$ cat src/rtl/bram2be_port_arbiter.sv
// Shares one BRAM2BE port between two valid/ready requesters with round-robin grant and
// credit-controlled read-response FIFOs. Define BRAM_ARB_FIXED_PRIORITY_EN for req0 priority.
module bram2be_port_arbiter #(
    parameter int ADDR_WIDTH = 9,
    parameter int DATA_WIDTH = 64,
    parameter int CHUNKSIZE  = 8,
    parameter int WE_WIDTH   = 8,
    parameter int PIPELINED  = 0
) (
    input  logic                  clk,
    input  logic                  rst,
    input  logic                  req0_valid,
    output logic                  req0_ready,
    input  logic [ADDR_WIDTH-1:0] req0_addr,
    input  logic [DATA_WIDTH-1:0] req0_wdata,
    input  logic [WE_WIDTH-1:0]   req0_be,
    input  logic                  req1_valid,
    output logic                  req1_ready,
    input  logic [ADDR_WIDTH-1:0] req1_addr,
    input  logic [DATA_WIDTH-1:0] req1_wdata,
    input  logic [WE_WIDTH-1:0]   req1_be,
    output logic                  rsp0_valid,
    input  logic                  rsp0_ready,
    output logic [DATA_WIDTH-1:0] rsp0_data,
    output logic                  rsp1_valid,
    input  logic                  rsp1_ready,
    output logic [DATA_WIDTH-1:0] rsp1_data,
    output logic                  bram_en,
    output logic [WE_WIDTH-1:0]   bram_we,
    output logic [ADDR_WIDTH-1:0] bram_addr,
    output logic [DATA_WIDTH-1:0] bram_din,
    input  logic [DATA_WIDTH-1:0] bram_dout
);
    localparam int LAT = 1 + PIPELINED;

    if (WE_WIDTH * CHUNKSIZE != DATA_WIDTH) begin : g_bad_geometry
        $error("WE_WIDTH*CHUNKSIZE must equal DATA_WIDTH");
    end

    logic [1:0]                 req_valid;
    logic [1:0]                 rsp_ready;
    logic [1:0]                 rsp_valid_vec;
    logic [1:0][ADDR_WIDTH-1:0] req_addr;
    logic [1:0][DATA_WIDTH-1:0] req_wdata;
    logic [1:0][DATA_WIDTH-1:0] rsp_data_vec;
    logic [1:0][WE_WIDTH-1:0]   req_be;
    logic [1:0]                 is_write;
    logic [1:0]                 eligible;
    logic [1:0]                 grant;
    logic [1:0]                 rd_grant;
    logic                       sel;
    logic [LAT-1:0]             pipe_vld_reg;
    logic [LAT-1:0]             pipe_id_reg;

    assign req_valid = {req1_valid, req0_valid};
    assign req_addr  = {req1_addr, req0_addr};
    assign req_wdata = {req1_wdata, req0_wdata};
    assign req_be    = {req1_be, req0_be};
    assign rsp_ready = {rsp1_ready, rsp0_ready};

    assign req0_ready = grant[0];
    assign req1_ready = grant[1];
    assign rsp0_valid = rsp_valid_vec[0];
    assign rsp1_valid = rsp_valid_vec[1];
    assign rsp0_data  = rsp_data_vec[0];
    assign rsp1_data  = rsp_data_vec[1];

    // Per-requester eligibility, credit counter and 2-entry response FIFO
    for (genvar gi = 0; gi < 2; gi++) begin : g_req
        logic [DATA_WIDTH-1:0] mem_reg [2];
        logic                  wr_ptr_reg;
        logic                  rd_ptr_reg;
        logic [1:0]            count_reg;
        logic [1:0]            credit_reg;
        logic                  push;
        logic                  pop;

        assign is_write[gi]      = |req_be[gi];
        assign eligible[gi]      = ~rst & req_valid[gi] & (is_write[gi] | (credit_reg != 2'd0));
        assign rd_grant[gi]      = grant[gi] & ~is_write[gi];
        assign push              = pipe_vld_reg[LAT-1] & (pipe_id_reg[LAT-1] == 1'(gi));
        assign rsp_valid_vec[gi] = ~rst & (count_reg != 2'd0);
        assign rsp_data_vec[gi]  = rsp_valid_vec[gi] ? mem_reg[rd_ptr_reg] : '0;
        assign pop               = rsp_valid_vec[gi] & rsp_ready[gi];

        always_ff @(posedge clk) begin
            if (rst) begin
                wr_ptr_reg <= 1'b0;
                rd_ptr_reg <= 1'b0;
                count_reg  <= 2'd0;
                credit_reg <= 2'd2;
            end else begin
                if (push) begin
                    mem_reg[wr_ptr_reg] <= bram_dout;
                    wr_ptr_reg          <= ~wr_ptr_reg;
                end
                if (pop) begin
                    rd_ptr_reg <= ~rd_ptr_reg;
                end
                count_reg  <= count_reg + {1'b0, push} - {1'b0, pop};
                credit_reg <= credit_reg - {1'b0, rd_grant[gi]} + {1'b0, pop};
            end
        end
    end

`ifdef BRAM_ARB_FIXED_PRIORITY_EN
    always_comb begin
        grant = eligible;
        if (eligible[0]) begin
            grant = 2'b01;
        end
    end
`else
    // last_reg remembers the most recent winner; reset to 1 so req0 wins the first conflict
    logic last_reg;

    always_ff @(posedge clk) begin
        if (rst) begin
            last_reg <= 1'b1;
        end else if (|grant) begin
            last_reg <= grant[1];
        end
    end

    always_comb begin
        grant = eligible;
        if (&eligible) begin
            grant = last_reg ? 2'b01 : 2'b10;
        end
    end
`endif

    assign sel       = grant[1];
    assign bram_en   = |grant;
    assign bram_we   = bram_en ? req_be[sel]    : '0;
    assign bram_addr = bram_en ? req_addr[sel]  : '0;
    assign bram_din  = bram_en ? req_wdata[sel] : '0;

    // Tracks accepted reads until the BRAM returns their data
    always_ff @(posedge clk) begin
        if (rst) begin
            pipe_vld_reg <= '0;
            pipe_id_reg  <= '0;
        end else begin
            pipe_vld_reg[0] <= |rd_grant;
            pipe_id_reg[0]  <= sel;
            for (int i = LAT - 1; i > 0; i--) begin
                pipe_vld_reg[i] <= pipe_vld_reg[i-1];
                pipe_id_reg[i]  <= pipe_id_reg[i-1];
            end
        end
    end

endmodule

$ cat config.mk
export PLATFORM = sky130hd
export DESIGN_NAME = bram2be_port_arbiter
export DESIGN_NICKNAME = d
export VERILOG_FILES = /design/src/rtl/bram2be_port_arbiter.sv
export SDC_FILE = /design/constraint.sdc
export NUM_CORES = 1
export LEC_CHECK = 0
export ABC_AREA = 1
export BUFFER_PORTS_ARGS = -buffer_cell sky130_fd_sc_hd__buf_2
export CAP_MARGIN = 20
export CORE_ASPECT_RATIO = 0.9
export CORE_UTILIZATION = 40
export DETAILED_ROUTE_END_ITERATION = 6
export PLACE_DENSITY = 0.66
export SETUP_SLACK_MARGIN = 0.3
export SLEW_MARGIN = 20
export SYNTH_ARGS = -nofsm -noshare
export SYNTH_HDL_FRONTEND = slang
export SYNTH_SLANG_ARGS = --single-unit
export TNS_END_PERCENT = 20
$ cat constraint.sdc
create_clock -name clk -period 8.82 [get_ports clk]
set_input_delay 0.441 -clock clk [delete_from_list [all_inputs] [get_ports clk]]
set_output_delay 0.441 -clock clk [all_outputs]
set_load 0.01 [all_outputs]
Yosys cells after proc, flatten, opt, wreduce, memory -nomap -nowiden
Memories as Yosys holds them, arrays and structs flattened. A register that Yosys moved wholly into a read port is not among the register bits. Cells that the tools add are included.

Add/subtract/negate cells: 8. Magnitude comparators: 1. Reduce and logical (&&, ||, !) cells: 9. Multiplexer cells: 23. Bitwise gates (word level): 22.

Operator list (count): two-way mux 64 bit (5); two-way mux 9 bit (3); two-way mux 8 bit (3); OR reduction 8 bit (2); bitwise AND 1 bit (12); two-way mux 1 bit (10); adder 2 x 1 -> 2 bit (4); inverter 1 bit (8); nonzero test 2 bit (4); subtractor 2 x 1 -> 2 bit (4); two-way mux 2 bit (2); OR reduction 2 bit (2); < comparator 1 x 2 -> 1 bit (second input constant) (1); OR 1 bit (2); AND reduction 2 bit (1).

Memory bits (writable): 256. Bits of input ports: 232. Flip-flop bits (word level): 15. Memories: 2. Logic and storage cells: 76.

Memory list: g_req[0].mem_reg (depth 2, bits a word 64, rd ports 1, clocked after memory_dff 1, wr ports 1, line 70) `logic [DATA_WIDTH-1:0] mem_reg [2];`; g_req[1].mem_reg (depth 2, bits a word 64, rd ports 1, clocked after memory_dff 1, wr ports 1, line 70).

Logic depth before layout (Yosys ltp)
Word-level depth: 8. Mapped depth: 15.

Least setup slack after synthesis
OpenSTA, ideal clock, no wires.

Kind: input to register. From: input port rst. To: memory g_req[1].mem_reg[1][0] (enable). Arrival: 4939 ps. Path slack: 3317 ps. Library setup time: 565 ps. Cell stages on the path: 2. Path through: buf_6 nor3_1.

Word-level cells in the longest chain between the ends: 2.

RTL lines: start: declaration (line 11) `input logic rst,`; two-way mux 1 bit (line 87) `if (rst) begin`; two-way mux 1 bit (implied by the code) (line 94) `mem_reg[wr_ptr_reg] <= bram_dout;`; end: declaration (line 70).

No other way between the ends.

Worst setup path in the final report
From: register g_req[0].credit_reg[0]. To: output port bram_din[5].

Word-level cells in the longest chain between the ends: 8.

RTL lines: start: declaration (line 74) `logic [1:0] credit_reg;`; start signal: assignment (line 101) `credit_reg <= credit_reg - {1'b0, rd_grant[gi]} + {1'b0, pop};`; nonzero test 2 bit * (line 79) `assign eligible[gi] = ~rst & req_valid[gi] & (is_write[gi] | (credit_reg != 2'd0));`; OR 1 bit * (line 79); bitwise AND 1 bit * (line 79); AND reduction 2 bit (line 127) `if (&eligible) begin`; two-way mux 2 bit * (line 127); two-way mux 64 bit (implied by the code) (2 in series) (line 137) `assign bram_din = bram_en ? req_wdata[sel] : '0;`; two-way mux 64 bit * (line 137); end: declaration (line 31) `output logic [DATA_WIDTH-1:0] bram_din,`.

Every way passes the cells marked *; elsewhere a longest branch is shown, timed or not. The select of a mux whose other input is x is not followed.

==> impl_metrics.env <==
export IMPL_fmax_mhz=267
export IMPL_antenna_found_initial=6
export IMPL_grt_pass1_wl_um=52900
export IMPL_min_path_type="input pin to flop"
export IMPL_drt_wirelength_per_cell_um=16.9
export IMPL_slew_headroom_pct=29.7
export IMPL_syn_inst=1237
export IMPL_via_per_inst=4.74
export IMPL_drt_total_wl_um=35600
export IMPL_status="finished, final reports clean"
export IMPL_cts_resized=0
export IMPL_place_congestion=1.06
export IMPL_synth_common_cells="nand2_1 (309), edfxtp_1 (256), inv_1 (234)"
export IMPL_fin_skew_ps=7.62
export IMPL_vias=9969
export IMPL_syn_to_final_growth_pct=25.9
export IMPL_fillCellCount=2930
export IMPL_tritoncts="done"
export IMPL_hold_violations=0
export IMPL_coreArea_mm2=0.0320
export IMPL_firstDrtPassIters=7
export IMPL_critPathArrivalTime_ps=3300
export IMPL_cp_required_ps=8380
export IMPL_netlist_area_mm2=0.0130
export IMPL_fin_crit_ps=3740
export IMPL_async_flop_share_pct=0
export IMPL_synthFlopType="edfxtp_1"
export IMPL_ir_worst_vdd_uv=119
export IMPL_reg2reg_depth=10
export IMPL_power_leakage_uw=0.00840
export IMPL_ys_seq_area_share_pct=61.6
export IMPL_port_buffer_count=445
export IMPL_start_util_pct=40.8
export IMPL_rows=62
export IMPL_grt_setup_unrepaired="false"
export IMPL_cts_sinks=273
export IMPL_largest_reg_flops=256
export IMPL_h_tree_depth=1
export IMPL_dp_hpwl_um=23900
export IMPL_synthesis_nets=1477
export IMPL_synth_cell_types=25
export IMPL_yosys_top_cells_area="edfxtp_1 (59%), mux2_2 (11%), nand2_1 (8.9%), inv_1 (6.7%), nand3_1 (3.3%)"
export IMPL_globalRouteOverflowTotal=0
export IMPL_post_route_period_util_pct=42.4
export IMPL_synth_top_area_share_pct=59.0
export IMPL_fin_area_mm2=0.0164
export IMPL_clkTransAtPathRegs_ps=60
export IMPL_slew_viol_final=0
export IMPL_final_layout_size_suffix_gt1_share_pct=38.2
export IMPL_ant_nets=0
export IMPL_ios=446
export IMPL_finalSetupTns_ps=0
export IMPL_cp_end_kind="output pin"
export IMPL_die_area_mm2=0.0333
export IMPL_min_path_cells=1
export IMPL_fin_nets=1899
export IMPL_cts_hold_fix_buffers=0
export IMPL_die_h_um=173
export IMPL_postCtsSetupBuffers=0
export IMPL_place_area_mm2=0.0155
export IMPL_insertion_delay_ps=540
export IMPL_postSynthAreaPerCell_um2=10.5
export IMPL_cp_max_fo=84
export IMPL_worst_setup_path_start_kind="flop"
export IMPL_tightest_slew_ps=1050
export IMPL_synth_edf_count=256
export IMPL_grt_max_degree=85
export IMPL_synth_most_common_cell="nand2_1"
export IMPL_crit_type="flop to output pin"
export IMPL_ys_seq_elements=273
export IMPL_root_buffer="clkbuf_16"
export IMPL_drc=0
export IMPL_die_w_um=192
export IMPL_dr_first_iter_drc_count=572
export IMPL_grt_pass1_vias=9574
export IMPL_grt_use_total_pct=20.6
export IMPL_cts_buffers_inserted=28
export IMPL_finalSetupViolations=0
export IMPL_cts_max_path_buffers=3
export IMPL_yosys_warnings=0
export IMPL_powerDensity_mw_per_mm2=166
export IMPL_yosysTopAreaCell="edfxtp_1"
export IMPL_drv_cap=0
[per-stage QoR]
step / power [uW] / util (%) / instances / hold slack, ps / worst slack [ps]
5_1_grt: 2810 / 51.3 / 2099 / 83.3 / 4830
3_3_place_gp: 1630 / 48.5 / 2045 / 447 / 5150
3_5_place_dp: 1630 / 48.5 / 2045 / 457 / 5110
2_1_floorplan: 1530 / - / 1237 / 437 / 3320
4_1_cts: 2750 / 51.3 / 2096 / 83.2 / 5050
6_report: 2720 / 51.3 / 2101 / 107 / 5080
[metal layers]
| layer | vias up | global-route usage [%] | part of all wire [%] |
|---|---|---|---|
| met2 | 441 | 33.4 | 47 |
| met5 | - | 0 | 0.037 |
| met3 | 71 | 5.11 | 8.5 |
| li1 | 4785 | - | - |
| met4 | 2 | 6.46 | 3.1 |
| met1 | 4670 | 26.9 | 41 |
[worst max-delay path, stage by stage, from the launching register on]
cell and delay (ps):
dfxtp_1 350, nor2_1 60, nand2_1 100, nand3_2 480, buf_4 530, nand2_2 110
buf_4 660, nand2_1 150, nand2_1 150, buf_2 150
[worst paths after layout]
path | end | startpoint | slack (ps)
max | bram_din[5] | g_req[0].credit_reg[0] | 5080
min | g_req[1].mem_reg[1][46] | bram_dout[46] | 110
max reg2reg | g_req[1].credit_reg[1] | g_req[1].count_reg[0] | 5930
min reg2reg | g_req[0].count_reg[1] | g_req[0].count_reg[1] | 470
[where the power goes]
part           switching, uW  internal [uW]  total, uW
combinational            111           76.6        188
sequential             0.880           1410       1420
clock                    476            642       1120
[cell usage in the layout (no fill, tap or decap), types with 9 or more instances in the layout]
cell	count
mux2_2	128
buf_4	13
edfxtp_1	256
nand2_1	309
nor2_1	102
inv_1	234
clkbuf_16	28
clkinv_1	9
dfxtp_1	15
buf_2	445
nand3_1	87
[layout make-up]
| type | instances | area [um2] | area share, % |
|---|---|---|---|
| Tap cell | 416 | 520 | 3.17 |
| Antenna cell | 5 | 12.5 | 0.0763 |
| Clock buffer | 34 | 723 | 4.41 |
| Timing Repair Buffer | 458 | 2320 | 14.2 |
| Inverter | 236 | 888 | 5.42 |
| Clock inverter | 17 | 155 | 0.946 |
| Multi-Input combinational cell | 662 | 3740 | 22.8 |
| Sequential cell | 273 | 8040 | 49.0 |
[cell families after synthesis]
logic type / count (synthesis) / synth area share, %
multiplexers: 128 / 11.1
flip-flops: 273 / 61.6
adder cells (fa/ha/maj): 8 / 0.769
AND/OR/NAND/NOR: 513 / 15.9
buffers and inverters: 302 / 9.98
AO/OA/AOI/OAI: 7 / 0.298
XOR/XNOR: 6 / 0.403
No activity file was read; power rests on OpenSTA's default activity.
